--- src/rtl/vedio_pkg.sv ---
// Shared definitions for the video capture packer.
//   cap_state_t      : capture FSM states
//   ORDER_*          : channel ordering encodings for CHN_ORDER
//   cnt_width(n)     : bits needed to hold 0..n inclusive (min 1)
//   idx_width(n)     : bits needed to index 0..n-1 (min 1)
package vedio_pkg;

  typedef enum logic [0:0] {
    S_SYNC   = 1'b0,
    S_ACTIVE = 1'b1
  } cap_state_t;

  localparam int ORDER_MSB_FIRST = 0;
  localparam int ORDER_LSB_FIRST = 1;

  function automatic int cnt_width(input int n);
    return (n < 1) ? 1 : $clog2(n + 1);
  endfunction

  function automatic int idx_width(input int n);
    return (n <= 1) ? 1 : $clog2(n);
  endfunction

endpackage

--- src/rtl/vedio_edge_det.sv ---
// Registered rise/fall detector.
//   clk, rst_n : clock and asynchronous active-low reset
//   din        : input level
//   rise, fall : single-cycle edge flags, valid in the cycle din changes
//   din_dly    : din delayed by one clock
module vedio_edge_det (
  input  logic clk,
  input  logic rst_n,
  input  logic din,
  output logic rise,
  output logic fall,
  output logic din_dly
);

  always_ff @(posedge clk or negedge rst_n) begin
    if (!rst_n) begin
      din_dly <= 1'b0;
    end else begin
      din_dly <= din;
    end
  end

  // Edge flags compare the live input with last cycle's level so a
  // decision can be taken in the same cycle the edge arrives.
  assign rise = din & ~din_dly;
  assign fall = ~din & din_dly;

endmodule

--- src/rtl/vedio_cap_pack.sv ---
// Video capture packer: gathers SRC_CHN channel bytes per pixel into one
// word, tracks pixel column/row and flags malformed lines and frames.
//   pclk, rst_n  : pixel clock, asynchronous active-low reset
//   src_hsync    : byte valid
//   src_vsync    : frame sync, rising edge starts a frame
//   src_data_out : channel byte
//   cap_hsync    : one-cycle strobe per packed pixel
//   cap_vsync    : src_vsync delayed one cycle
//   cap_data_out : packed pixel
//   cap_x, cap_y : pixel column and row
//   cap_sof      : first pixel of a frame
//   err_line     : malformed line pulse
//   err_frame    : malformed frame pulse
module vedio_cap_pack
  import vedio_pkg::*;
#(
  parameter  int IW        = 640,
  parameter  int IH        = 480,
  parameter  int SRC_DW    = 8,
  parameter  int SRC_CHN   = 3,
  parameter  int CHN_ORDER = 0,
  localparam int CAP_DW    = SRC_DW * SRC_CHN,
  localparam int XW        = cnt_width(IW),
  localparam int YW        = cnt_width(IH)
) (
  input  logic              pclk,
  input  logic              rst_n,
  input  logic              src_hsync,
  input  logic              src_vsync,
  input  logic [SRC_DW-1:0] src_data_out,
  output logic              cap_hsync,
  output logic              cap_vsync,
  output logic [CAP_DW-1:0] cap_data_out,
  output logic [XW-1:0]     cap_x,
  output logic [YW-1:0]     cap_y,
  output logic              cap_sof,
  output logic              err_line,
  output logic              err_frame
);

  localparam int            CW       = idx_width(SRC_CHN);
  localparam logic [CW-1:0] LAST_CHN = CW'(SRC_CHN - 1);
  localparam logic [XW-1:0] X_END    = XW'(IW);
  localparam logic [YW-1:0] Y_END    = YW'(IH);

  cap_state_t        state_reg;
  logic [CW-1:0]     chn_cnt_reg;
  logic [XW-1:0]     x_cnt_reg;
  logic [YW-1:0]     y_cnt_reg;
  logic              line_err_reg;
  logic [SRC_DW-1:0] chn_buf_reg [SRC_CHN];

  logic              cap_hsync_reg;
  logic [CAP_DW-1:0] cap_data_reg;
  logic [XW-1:0]     cap_x_reg;
  logic [YW-1:0]     cap_y_reg;
  logic              cap_sof_reg;
  logic              err_line_reg;
  logic              err_frame_reg;

  logic              hs_rise;
  logic              hs_fall;
  logic              hs_dly;
  logic              vs_rise;
  logic              vs_fall;
  logic              vs_dly;
  logic              take_byte;
  logic [CAP_DW-1:0] pack_next;

  vedio_edge_det u_hs_edge (
    .clk     (pclk),
    .rst_n   (rst_n),
    .din     (src_hsync),
    .rise    (hs_rise),
    .fall    (hs_fall),
    .din_dly (hs_dly)
  );

  vedio_edge_det u_vs_edge (
    .clk     (pclk),
    .rst_n   (rst_n),
    .din     (src_vsync),
    .rise    (vs_rise),
    .fall    (vs_fall),
    .din_dly (vs_dly)
  );

  // A byte counts only in an active frame with rows left; a frame-sync
  // edge in the same cycle wins and the byte is thrown away.
  assign take_byte = (state_reg == S_ACTIVE) && !vs_rise && src_hsync &&
                     (y_cnt_reg != Y_END);

  // Earlier channels come from the holding buffer, the last one straight
  // from the input so the pixel leaves one cycle after its final byte.
  genvar gi;
  for (gi = 0; gi < SRC_CHN; gi++) begin : g_pack
    logic [SRC_DW-1:0] chn_byte;
    if (gi == SRC_CHN - 1) begin : g_last
      assign chn_byte = src_data_out;
    end else begin : g_held
      assign chn_byte = chn_buf_reg[gi];
    end
    if (CHN_ORDER == ORDER_LSB_FIRST) begin : g_lsb
      assign pack_next[gi*SRC_DW +: SRC_DW] = chn_byte;
    end else begin : g_msb
      assign pack_next[(SRC_CHN-1-gi)*SRC_DW +: SRC_DW] = chn_byte;
    end
  end

  always_ff @(posedge pclk) begin
    if (take_byte) begin
      chn_buf_reg[chn_cnt_reg] <= src_data_out;
    end
  end

  always_ff @(posedge pclk or negedge rst_n) begin
    if (!rst_n) begin
      state_reg     <= S_SYNC;
      chn_cnt_reg   <= '0;
      x_cnt_reg     <= '0;
      y_cnt_reg     <= '0;
      line_err_reg  <= 1'b0;
      cap_hsync_reg <= 1'b0;
      cap_data_reg  <= '0;
      cap_x_reg     <= '0;
      cap_y_reg     <= '0;
      cap_sof_reg   <= 1'b0;
      err_line_reg  <= 1'b0;
      err_frame_reg <= 1'b0;
    end else begin
      cap_hsync_reg <= 1'b0;
      cap_sof_reg   <= 1'b0;
      err_line_reg  <= 1'b0;
      err_frame_reg <= 1'b0;
      case (state_reg)
        S_SYNC: begin
          if (vs_rise) begin
            state_reg    <= S_ACTIVE;
            chn_cnt_reg  <= '0;
            x_cnt_reg    <= '0;
            y_cnt_reg    <= '0;
            line_err_reg <= 1'b0;
          end
        end
        S_ACTIVE: begin
          if (vs_rise) begin
            err_frame_reg <= (y_cnt_reg != Y_END);
            chn_cnt_reg   <= '0;
            x_cnt_reg     <= '0;
            y_cnt_reg     <= '0;
            line_err_reg  <= 1'b0;
          end else if (hs_fall) begin
            if (y_cnt_reg == Y_END) begin
              // Surplus line beyond the last row: a frame-level fault.
              err_frame_reg <= 1'b1;
            end else begin
              err_line_reg <= (chn_cnt_reg != '0) || (x_cnt_reg != X_END) ||
                              line_err_reg;
              y_cnt_reg    <= y_cnt_reg + 1'b1;
            end
            chn_cnt_reg  <= '0;
            x_cnt_reg    <= '0;
            line_err_reg <= 1'b0;
          end else if (take_byte) begin
            if (chn_cnt_reg == LAST_CHN) begin
              chn_cnt_reg <= '0;
              if (x_cnt_reg < X_END) begin
                cap_hsync_reg <= 1'b1;
                cap_data_reg  <= pack_next;
                cap_x_reg     <= x_cnt_reg;
                cap_y_reg     <= y_cnt_reg;
                cap_sof_reg   <= (x_cnt_reg == '0) && (y_cnt_reg == '0);
                x_cnt_reg     <= x_cnt_reg + 1'b1;
              end else begin
                line_err_reg <= 1'b1;
              end
            end else begin
              chn_cnt_reg <= chn_cnt_reg + 1'b1;
            end
          end
        end
        default: state_reg <= S_SYNC;
      endcase
    end
  end

  assign cap_hsync    = cap_hsync_reg;
  assign cap_vsync    = vs_dly;
  assign cap_data_out = cap_data_reg;
  assign cap_x        = cap_x_reg;
  assign cap_y        = cap_y_reg;
  assign cap_sof      = cap_sof_reg;
  assign err_line     = err_line_reg;
  assign err_frame    = err_frame_reg;

endmodule

--- config.mk ---
export PLATFORM = sky130hd
export DESIGN_NAME = vedio_cap_pack
export DESIGN_NICKNAME = d
export VERILOG_FILES = /design/src/rtl/vedio_pkg.sv /design/src/rtl/vedio_edge_det.sv /design/src/rtl/vedio_cap_pack.sv
export SDC_FILE = /design/constraint.sdc
export NUM_CORES = 1
export LEC_CHECK = 0
export ABC_AREA = 0
export CORE_ASPECT_RATIO = 0.75
export CORE_MARGIN = 5
export CORE_UTILIZATION = 53
export CTS_CLUSTER_SIZE = 20
export DETAILED_ROUTE_END_ITERATION = 10
export GPL_ROUTABILITY_DRIVEN = 1
export PLACE_DENSITY_LB_ADDON = 0.2
export SLEW_MARGIN = 15
export SYNTH_ARGS = -nofsm -noshare
export SYNTH_HDL_FRONTEND = slang
export SYNTH_SLANG_ARGS = --single-unit
--- constraint.sdc ---
create_clock -name pclk -period 3.39 [get_ports pclk]
set_input_delay 0.678 -clock pclk [delete_from_list [all_inputs] [get_ports pclk]]
set_output_delay 0.678 -clock pclk [all_outputs]
set_load 0.01 [all_outputs]
; ---- Word-level counts from Yosys, hierarchy flattened
; Memory sizes are Yosys's and may differ from the RTL's. A register that Yosys moved wholly into a read port is not among the register bits.
; Index checks and enable logic that the tools add are counted.
[totals]
output_inout_bits = 48
mem_count = 1
input_bits = 12
latch_bits = 0
ramBits = 24
regBits = 72
rom_bits = 0
elab_cells = 103
[op_classes]
order_cmp = 1
n_mux = 49
n_bitwise = 7
n_reduce_logical = 17
add_sub_neg = 3
div = 0
shift = 0
mul = 0
n_eq_ne = 11
[mem_list]
columns = memory, depth, word_bits, rd, rd_clocked_by_memory_dff, write_ports, line_no
row1 = chn_buf_reg, 3, 8, 2, 2, 1, vedio_cap_pack.sv:51  ; logic [SRC_DW-1:0] chn_buf_reg [SRC_CHN];
[ops]
columns = operator, count
row1 = $mux W10, 6
row2 = $mux W9, 4
row3 = $mux W1, 30
row4 = $pmux W10 S2, 1
row5 = $pmux W9 S2, 1
row6 = $ne A4 B1 Y1 const B, 3
row7 = $add A10 B1 Y10 const B, 1
row8 = $logic_not A10 Y1, 1
row9 = $lt A10 B10 Y1 const B, 1
row10 = $mux W2, 5
row11 = $ne A10 B10 Y1 const B, 1
row12 = $add A9 B1 Y9 const B, 1
row13 = $eq A9 B9 Y1 const B, 1
row14 = $logic_not A9 Y1, 1
row15 = $ne A9 B9 Y1 const B, 1
row16 = $reduce_and A4 Y1, 2
row17 = $reduce_and A6 Y1, 1
row18 = $not A1 Y1, 5
row19 = $logic_and A1 B1 Y1, 4
row20 = $ne A4 B4 Y1 const B, 1
row21 = $pmux W2 S2, 1
row22 = $logic_not A1 Y1, 3
row23 = $ne A3 B1 Y1 const B, 1
row24 = $ne A3 B3 Y1 const B, 1
row25 = other kinds (9), 11

; ---- Longest topological paths before layout
; Gate-level depths: netlist of run 1.
[logic_depth]
depth_word = 10
ltp_mapped = 9
mapped_depth_nobuf = 6

; ---- By module
; Synthesis of run 1 repeated with hierarchy kept, for this count alone.
[hier_totals]
cells_unflattened = 268
hier_area_um2 = 3848.7
[modules_own_cells]
columns = mod, seq_area_each_um2, area_each_um2, n_inst, cells_each
row1 = vedio_cap_pack, 2232.1, 3768.6, 1, 262
row2 = vedio_edge_det, 25.0, 40.0, 2, 3

; ---- Least setup slack after synthesis of run 1
; OpenSTA, ideal clock, no wires.
[synth_timing]
path_kind = flip-flop to flip-flop
start = register y_cnt_reg[0]
end = memory chn_buf_reg[1][0], enable pin
t_required_ns = 2.992
stages_incl_launch_ff = 8
path_buffers = 2
period_less_slack_ns = 2.593
t_arrival_ns = 2.195
setup_time_ns = 0.398
path_slack_ns = 0.797
path_cell_list = dfrtp_1 > inv_1 > ha_1 > or4b_1 > buf_2 > o211ai_1 > buf_2 > nor4b_1
[synth_via]
elab_chain_cells = 4
[synth_rtl]
columns = item, line_no
row1 = "start, declared", vedio_cap_pack.sv:49  ; logic [YW-1:0] y_cnt_reg;
row2 = "start signal, assigned", vedio_cap_pack.sv:159  ; y_cnt_reg <= y_cnt_reg + 1'b1;
row3 = $ne A9 B9 Y1, vedio_cap_pack.sv:91  ; (y_cnt_reg != Y_END);
row4 = $logic_and A1 B1 Y1, vedio_cap_pack.sv:90  ; assign take_byte = (state_reg == S_ACTIVE) && !vs_rise && src_hsync &&
row5 = $mux W1, vedio_cap_pack.sv:111  ; if (take_byte) begin
row6 = $mux W1 (not written as such), vedio_cap_pack.sv:112  ; chn_buf_reg[chn_cnt_reg] <= src_data_out;
row7 = "end, declared", vedio_cap_pack.sv:51
; Every way passes these cells.

; ---- Worst setup path after layout of run 1
[layout_timing]
start = register y_cnt_reg[0]
end = register cap_data_reg[21], in the netlist cap_data_out[21] (read register of chn_buf_reg)
[layout_via]
elab_chain_cells = 3
[layout_rtl]
columns = item, line_no
row1 = $ne A9 B9 Y1, vedio_cap_pack.sv:91
row2 = $logic_and A1 B1 Y1, vedio_cap_pack.sv:90
row3 = $reduce_and A6 Y1 (no line), --
row4 = "end, declared", vedio_cap_pack.sv:54  ; logic [CAP_DW-1:0] cap_data_reg;
; Every way passes these cells.
; A chain may end at the register's enable or synchronous reset.

==> results of run 1 <==
-- routing by layer --
metal | global-route usage [%] | vias to the layer above | share of wire (%) | wire (um)
met5 | 0 | - | 0 | 0
met3 | 5.26 | 8 | 4.9 | 347
met2 | 24.6 | 62 | 44 | 3070
met4 | 5.43 | 0 | 1.1 | 74
li1 | - | 1088 | - | -
met1 | 26.0 | 1126 | 50 | 3550
-- stage by stage --
stage / total power (uW) / hold WS (ps) / worst slack, ps / area [sq um]
floorplan: 1700 / 382 / 797 / 3660
global placement: 2090 / 461 / 633 / 4350
detailed placement: 2120 / 462 / 599 / 4350
CTS: 2780 / 281 / 849 / 4530
global route: 2890 / 312 / 741 / 4530
finish: 2740 / 282 / 846 / 4530
-- logic make-up after synthesis --
family	after synthesis	share of synthesized area, %
AOI/OAI and AO/OA	27	5.13
xor gates and xnor gates	7	1.68
adders and majority gates	4	1.37
buffers and inverters	15	2.29
DFF	88	62.4
muxes	46	15.6
and+or+nand+nor	75	11.6
-- where the power goes --
group | internal [uW] | total, uW | switching [uW]
clock | 277 | 660 | 383
sequential | 1260 | 1370 | 106
combinational | 447 | 712 | 265
-- worst paths after layout --
kind / from / to / slack [ps] / cells after the start
worst max-delay path: y_cnt_reg[0] / cap_data_out[21] / 850 / 7
worst min-delay path: rst_n / cap_y[1] / 280 / 1
worst max register to register: y_cnt_reg[0] / cap_data_out[21] / 850 / 7
worst min register to register: chn_buf_reg[0][1] / cap_data_out[17] / 470 / 1
max in group asynchronous: rst_n / cap_x[2] / 2350 / 2
min in group pclk: chn_buf_reg[0][1] / cap_data_out[17] / 470 / 1
-- cell usage in the layout, fill, tap and decap left out, drive strengths merged, types with 4 or more instances in the layout --
cell and instances:
edfxtp 16, dfrtp 72, mux2 43, clkdlybuf4s50 58
nor4 5, ha 4, nand4 5, nand3 8
clkbuf 10, and3 5, nor2 13, o21ai 8
nand2 10, nor3 6, buf 6, xor2 4
a31oi 5, inv 8, or3 4
-- layout make-up --
cell class	instances	area, sq um
inverters	5	18.8
multi-input cells	159	1310
flip-flops and latches	88	2280
well taps	84	105
clock inverters	6	51.3
fillers	526	2240
repair buffers	64	636
clock buffers	10	128
-- worst register-to-register path: cells and delay by family, from the launching register on --
family | cells | cell delay, ps
flip-flops | 1 | 430
adder cells (fa/ha/maj) | 1 | 160
AND/OR/NAND/NOR | 2 | 860
buffers and inverters | 2 | 320
AO/OA/AOI/OAI | 1 | 340
multiplexers | 1 | 330
==> results.md, run 1 <==
- Status: finished clean
- Most frequent cell after synthesis: dfrtp_1
- Synth cell count leaders: 72 x dfrtp_1, 28 x mux2_2, 16 x edfxtp_1
- GRT Overall Usage: 17.5%
- Setup Crit Path Kind: flop to flop
- Ant diodes: 0
- FMAX: 393 MHz
- PostCTS Resize Cnt: 0
- Sequential element share of the synthesized area: 62.4%
- Die area: 0.00868 sq mm
- Top post-synthesis cells by area: dfrtp_1 49%, edfxtp_1 13%, mux2_2 8.6%
- GP Congestion: 0.902
- Yosys top cell area share: 49.2%
- Final period util: 75.0%
- Post-synth EDFFs: 16
- DRT iter0 DRCs: 118
- Core area: 0.00677 sq mm
- Yosys reg bits: 88
- Hold_buf cts: 0
- Dpl hpwl: 5.06 mm
- Synth-to-Final Area Change: 23.7%
- Via count: 2284
- PD cells: 606 mW/mm^2
- Maximum VDD drop: 0.253 mV
- Synth async-reset ratio: 81.8%
- Vias/cell: 5.49
- Largest net degree at the start of global routing: 28
- Port Buf Inserts: 59
- Rel. slew slack: 32.2%
- Layout cell share with drive strength beyond 1: 21.1%
- Clock sink total: 88
- Pleak: 0.00192 uW
- Die Ht: 82.0 um
- Drt first pass iters: 4
- Mean Syn Cell Area: 14.0 sq um
- Cell type with the highest aggregate area in the netlist: dfrtp_1
- Post-synthesis cell type count: 43
- Req. time, crit path: 3640 ps
- Max FFs per register: 24
- Post-Syn Nets: 278
- Fin cells: 416
- WL/cell: 16.9 um
- Setup_tns: 0 ps
- Worst-Skew Late Latency: 360 ps
- Layout net count: 343
- Crit-path max FO: 25
- Count of buffer and inverter cells on the critical path: 2
- Min-delay worst type: input pin to async pin
- CTS tree: done
- Max_cap viols: 0
- Crit-path cells: inv_1 -> ha_1 -> or4b_1 -> o211a_4 -> and2_4 -> buf_12 -> mux2_4
- Number of global-route vias before repair: 2210
- Clock Pin Slew Worst Setup and Hold Paths: 100 ps
- Residual DRC count: 0
- RSZ-0062 raised after global routing: false
- Max incr delay on CP: 590 ps
- Slowest library cell on the worst path: or4b_1
- Worst Setup Start Kind: flop
- Total CTS buffers: 9
- Root Driver: clkbuf_8
- Post-CTS setup repair buffer count: 0
- Placed Cells incl. Taps: 400
- Syn Inst Count: 262
- Yosys Warn Count: 0
- Fin. Hold Viols: 0
- Initial antenna violation count: 0
- Total global routing overflow: 0
- Crit. End Element: flop
- Die width: 106 um
- First-pass GRT wire length: 11.7 mm
- Worst-margin pin slew: 1010 ps
- Final number of setup-violating endpoints: 0
- Final Critical Period: 2540 ps
- I/O pins: 60
- Remaining antenna violation count: 0
- Main synth FF type: dfrtp_1
- Clk_skew: 17.2 ps
- H-tree Lvls: 3
- Final Max Tran Viols: 0
- Critical path data arrival time: 2800 ps
- Util after Layout: 66.9%
- Total Wirelength: 7.04 mm
- Worst path top cell family by delay: simple AND/OR/NAND/NOR gates
- Starting Density: 54.1%
- Row count: 26
- Mapped Area: 0.00366 sq mm
- CTS Buffer Depth: 2
Power figures use the tool's default switching activity.
==> run 2: changes to the inputs <==
Clock period 3.39 ns to 2.45 ns, I/O delays scaled along.
==> run 2 against run 1 <==
- global-route usage grew 1.4 points
- clock power grew 52%
- sequential share of layout area shrank 1.8 points
- first-iteration DRC count grew 52%
- via count grew 4.6%
- clock skew shrank 10 ps
- hold slack lost 140 ps
- flip-flop and latch count is the same
- sequential power grew 38%
- setup slack lost 720 ps
- die area is the same
==> results.md, run 2 (synthesis gave the netlist of run 1 again) <==
- Rel. slew slack: 58.0% (+26 points)
- Max FFs per register: 24 (unchanged)
- R2R depth: 7 (unchanged)
- Die area: 0.00868 sq mm (unchanged)
- Max_cap viols: 0 (unchanged)
- Count of buffer and inverter cells on the critical path: 2 (unchanged)
- DRT iter0 DRCs: 179 (+52%)
- Row count: 26 (unchanged)
- Placed Cells incl. Taps: 414 (+3.5%)
- Remaining antenna violation count: 0 (unchanged)
- Min-delay worst type: input pin to async pin
- Drt first pass iters: 4 (unchanged)
- Layout cell share with drive strength beyond 1: 24.6% (+3.5 points)
- Clock Pin Slew Worst Setup and Hold Paths: 90 ps (about the same)
- Synth-to-Final Area Change: 28.2%
- I/O pins: 60 (unchanged)
- H-tree Lvls: 3 (unchanged)
- Switching share of total power: 26.6% (-0.95 points)
- P_sw: 1050 uW (+39%)
- Final Max Tran Viols: 0 (unchanged)
- Hold_buf cts: 0 (unchanged)
- Vias/cell: 5.55 (+1.1%)
- Final number of setup-violating endpoints: 0 (unchanged)
- Final Critical Period: 2320 ps (-224 ps)
- Port Buf Inserts: 59 (unchanged)
- Clock share of power: 25.4% (+1.3 points)
- Int Power: 2890 uW (+46%)
- Status: finished clean
- Reg2Reg Capture Point: cap_y[6]
- Worst-Skew Late Latency: 350 ps (about the same)
- Crit-path max FO: 15 (-40%)
- Die Ht: 82.0 um (unchanged)
- Worst-margin pin slew: 627 ps (-382 ps)
- Commonest cells after routing, fill and taps aside: 72 x dfrtp_1, 58 x clkdlybuf4s50_1, 28 x mux2_2
- CTS Buffer Depth: 2 (unchanged)
- Worst Setup Start Kind: flop
- Largest net degree at the start of global routing: 29 (+3.6%)
- Maximum VDD drop: 0.352 mV (+39%)
- Crit-path cells: inv_1 -> ha_1 -> or4b_4 -> o211a_4 -> and2_4 -> buf_4 -> mux2_4
- Initial antenna violation count: 0 (unchanged)
- Filler Cells Inserted: 482 (-8.4%)
- Critical path data arrival time: 2560 ps (-240 ps)
- Most common cell after layout, fill and taps aside: dfrtp_1
- Root Driver: clkbuf_8
- Number of global-route vias before repair: 2388 (+8.1%)
- FMAX: 431 MHz (+9.6%)
- R2R setup slack: 130 ps (-720 ps)
- Setup Crit Path Kind: flop to flop
- R2r startpoint: y_cnt_reg[0]
- Clk_skew: 6.76 ps (-10.4 ps)
- Share of power burned in registers: 47.9% (-2.1 points)
- Residual DRC count: 0 (unchanged)
- PD cells: 840 mW/mm^2 (+39%)
- Final period util: 94.7% (+20 points)
- First-pass GRT wire length: 12.6 mm (+7.4%)
- Clock sink total: 88 (unchanged)
- Max incr delay on CP: 500 ps (-90 ps)
- GRT Overall Usage: 18.9% (+1.4 points)
- Layout net count: 357 (+4.1%)
- Worst path top cell family by delay: simple AND/OR/NAND/NOR gates
- Core area: 0.00677 sq mm (unchanged)
- Starting Density: 54.1% (unchanged)
- Die width: 106 um (unchanged)
- Post-CTS setup repair buffer count: 0 (unchanged)
- Total CTS buffers: 9 (unchanged)
- Setup_tns: 0 ps (unchanged)
- Fin cells: 430 (+3.4%)
- CTS tree: done
- RSZ-0062 raised after global routing: false
- Pleak: 0.00201 uW (+4.7%)
- Dpl hpwl: 5.35 mm (+5.8%)
- Total global routing overflow: 0 (unchanged)
- Total Wirelength: 7.40 mm (+5.1%)
- Via count: 2388 (+4.6%)
- Met2 usage: 27.9% (+3.2 points)
- GR Util met3: 4.95% (-0.31 points)
- Combinational Power Share: 26.7% (+0.7 points)
- Req. time, crit path: 2690 ps (-950 ps)
- GP Congestion: 0.871 (-3.5%)
- GR peak layer: met2
- Slowest library cell on the worst path: or4b_4
- WL/cell: 17.2 um (+1.6%)
- Fin. Hold Viols: 0 (unchanged)
- Ant diodes: 0 (unchanged)
- Crit. End Element: flop
- Met1 global-route usage: 27.5% (+1.5 points)
==> run 2: routing by layer <==
| metal | wire (um) | share of wire (%) | vias up |
|---|---|---|---|
| met2 | 3320 | 45 | 72 |
| li1 | - | - | 1114 |
| met5 | 0 | 0 | - |
| met4 | 61 | 0.82 | 0 |
| met3 | 396 | 5.4 | 5 |
| met1 | 3620 | 49 | 1197 |
==> run 2: worst register-to-register path, delay by kind of cell (launching register included) <==
kind | cells | cell delay (ps)
AND/OR/NAND/NOR | 2 | 730
AO/OA/AOI/OAI | 1 | 310
multiplexers | 1 | 290
flip-flops | 1 | 430
buffers and inverters | 2 | 290
adder cells (fa/ha/maj) | 1 | 160
==> run 2: power by group through the flow <==
| stage | registers (uW) | clock network, uW | logic [uW] |
|---|---|---|---|
| 6_report | 1890 | 1000 | 1050 |
| 5_1_grt | 1920 | 1100 | 1130 |
| 4_1_cts | 1890 | 1040 | 1060 |
| 3_5_place_dp | 1920 | 0 | 1060 |
| 3_3_place_gp | 1910 | 0 | 1030 |
| 2_1_floorplan | 2010 | 0 | 343 |
==> run 2: repair_timing <==
item / in CTS / in global routing
setup endpoints to repair: 0 / 34
gates resized for setup: 0 / 2
hold endpoints to repair: 0 / 0
==> run 2: metrics by stage <==
stage	util (%)	setup WS [ps]	instance area (sq um)	hold slack, ps	power [uW]
after floorplan	-	87.2	3660	194	2350
after global placement	66.2	56.7	4480	456	2940
after detailed placement	66.2	40.1	4480	466	2980
after CTS	69.2	59.5	4680	147	3990
after global routing	69.3	20.6	4690	170	4150
final	69.3	130	4690	144	3940
==> run 2: final cells by class <==
type	count	area [sq um]	area share, %
clock buffer	9	124	2.64
clock inverter	7	78.8	1.68
timing repair buffer	78	766	16.3
tap	84	105	2.24
multi-input combinational	159	1320	28.1
sequential	88	2280	48.6
inverter	5	18.8	0.400
==> run 2: worst max-delay path by stage <==
stage                         to         start  depth (start not counted)  slack (ps)
2_1_floorplan  chn_buf_reg[0][0]  y_cnt_reg[0]                          6          90
4_1_cts        chn_buf_reg[1][3]  y_cnt_reg[0]                          5          60
3_5_place_dp   chn_buf_reg[1][1]     src_hsync                          3          40
6_report                cap_y[6]  y_cnt_reg[0]                          7         130
5_1_grt        chn_buf_reg[0][7]  y_cnt_reg[0]                          7          20
3_3_place_gp    cap_data_out[15]     src_vsync                          7          60
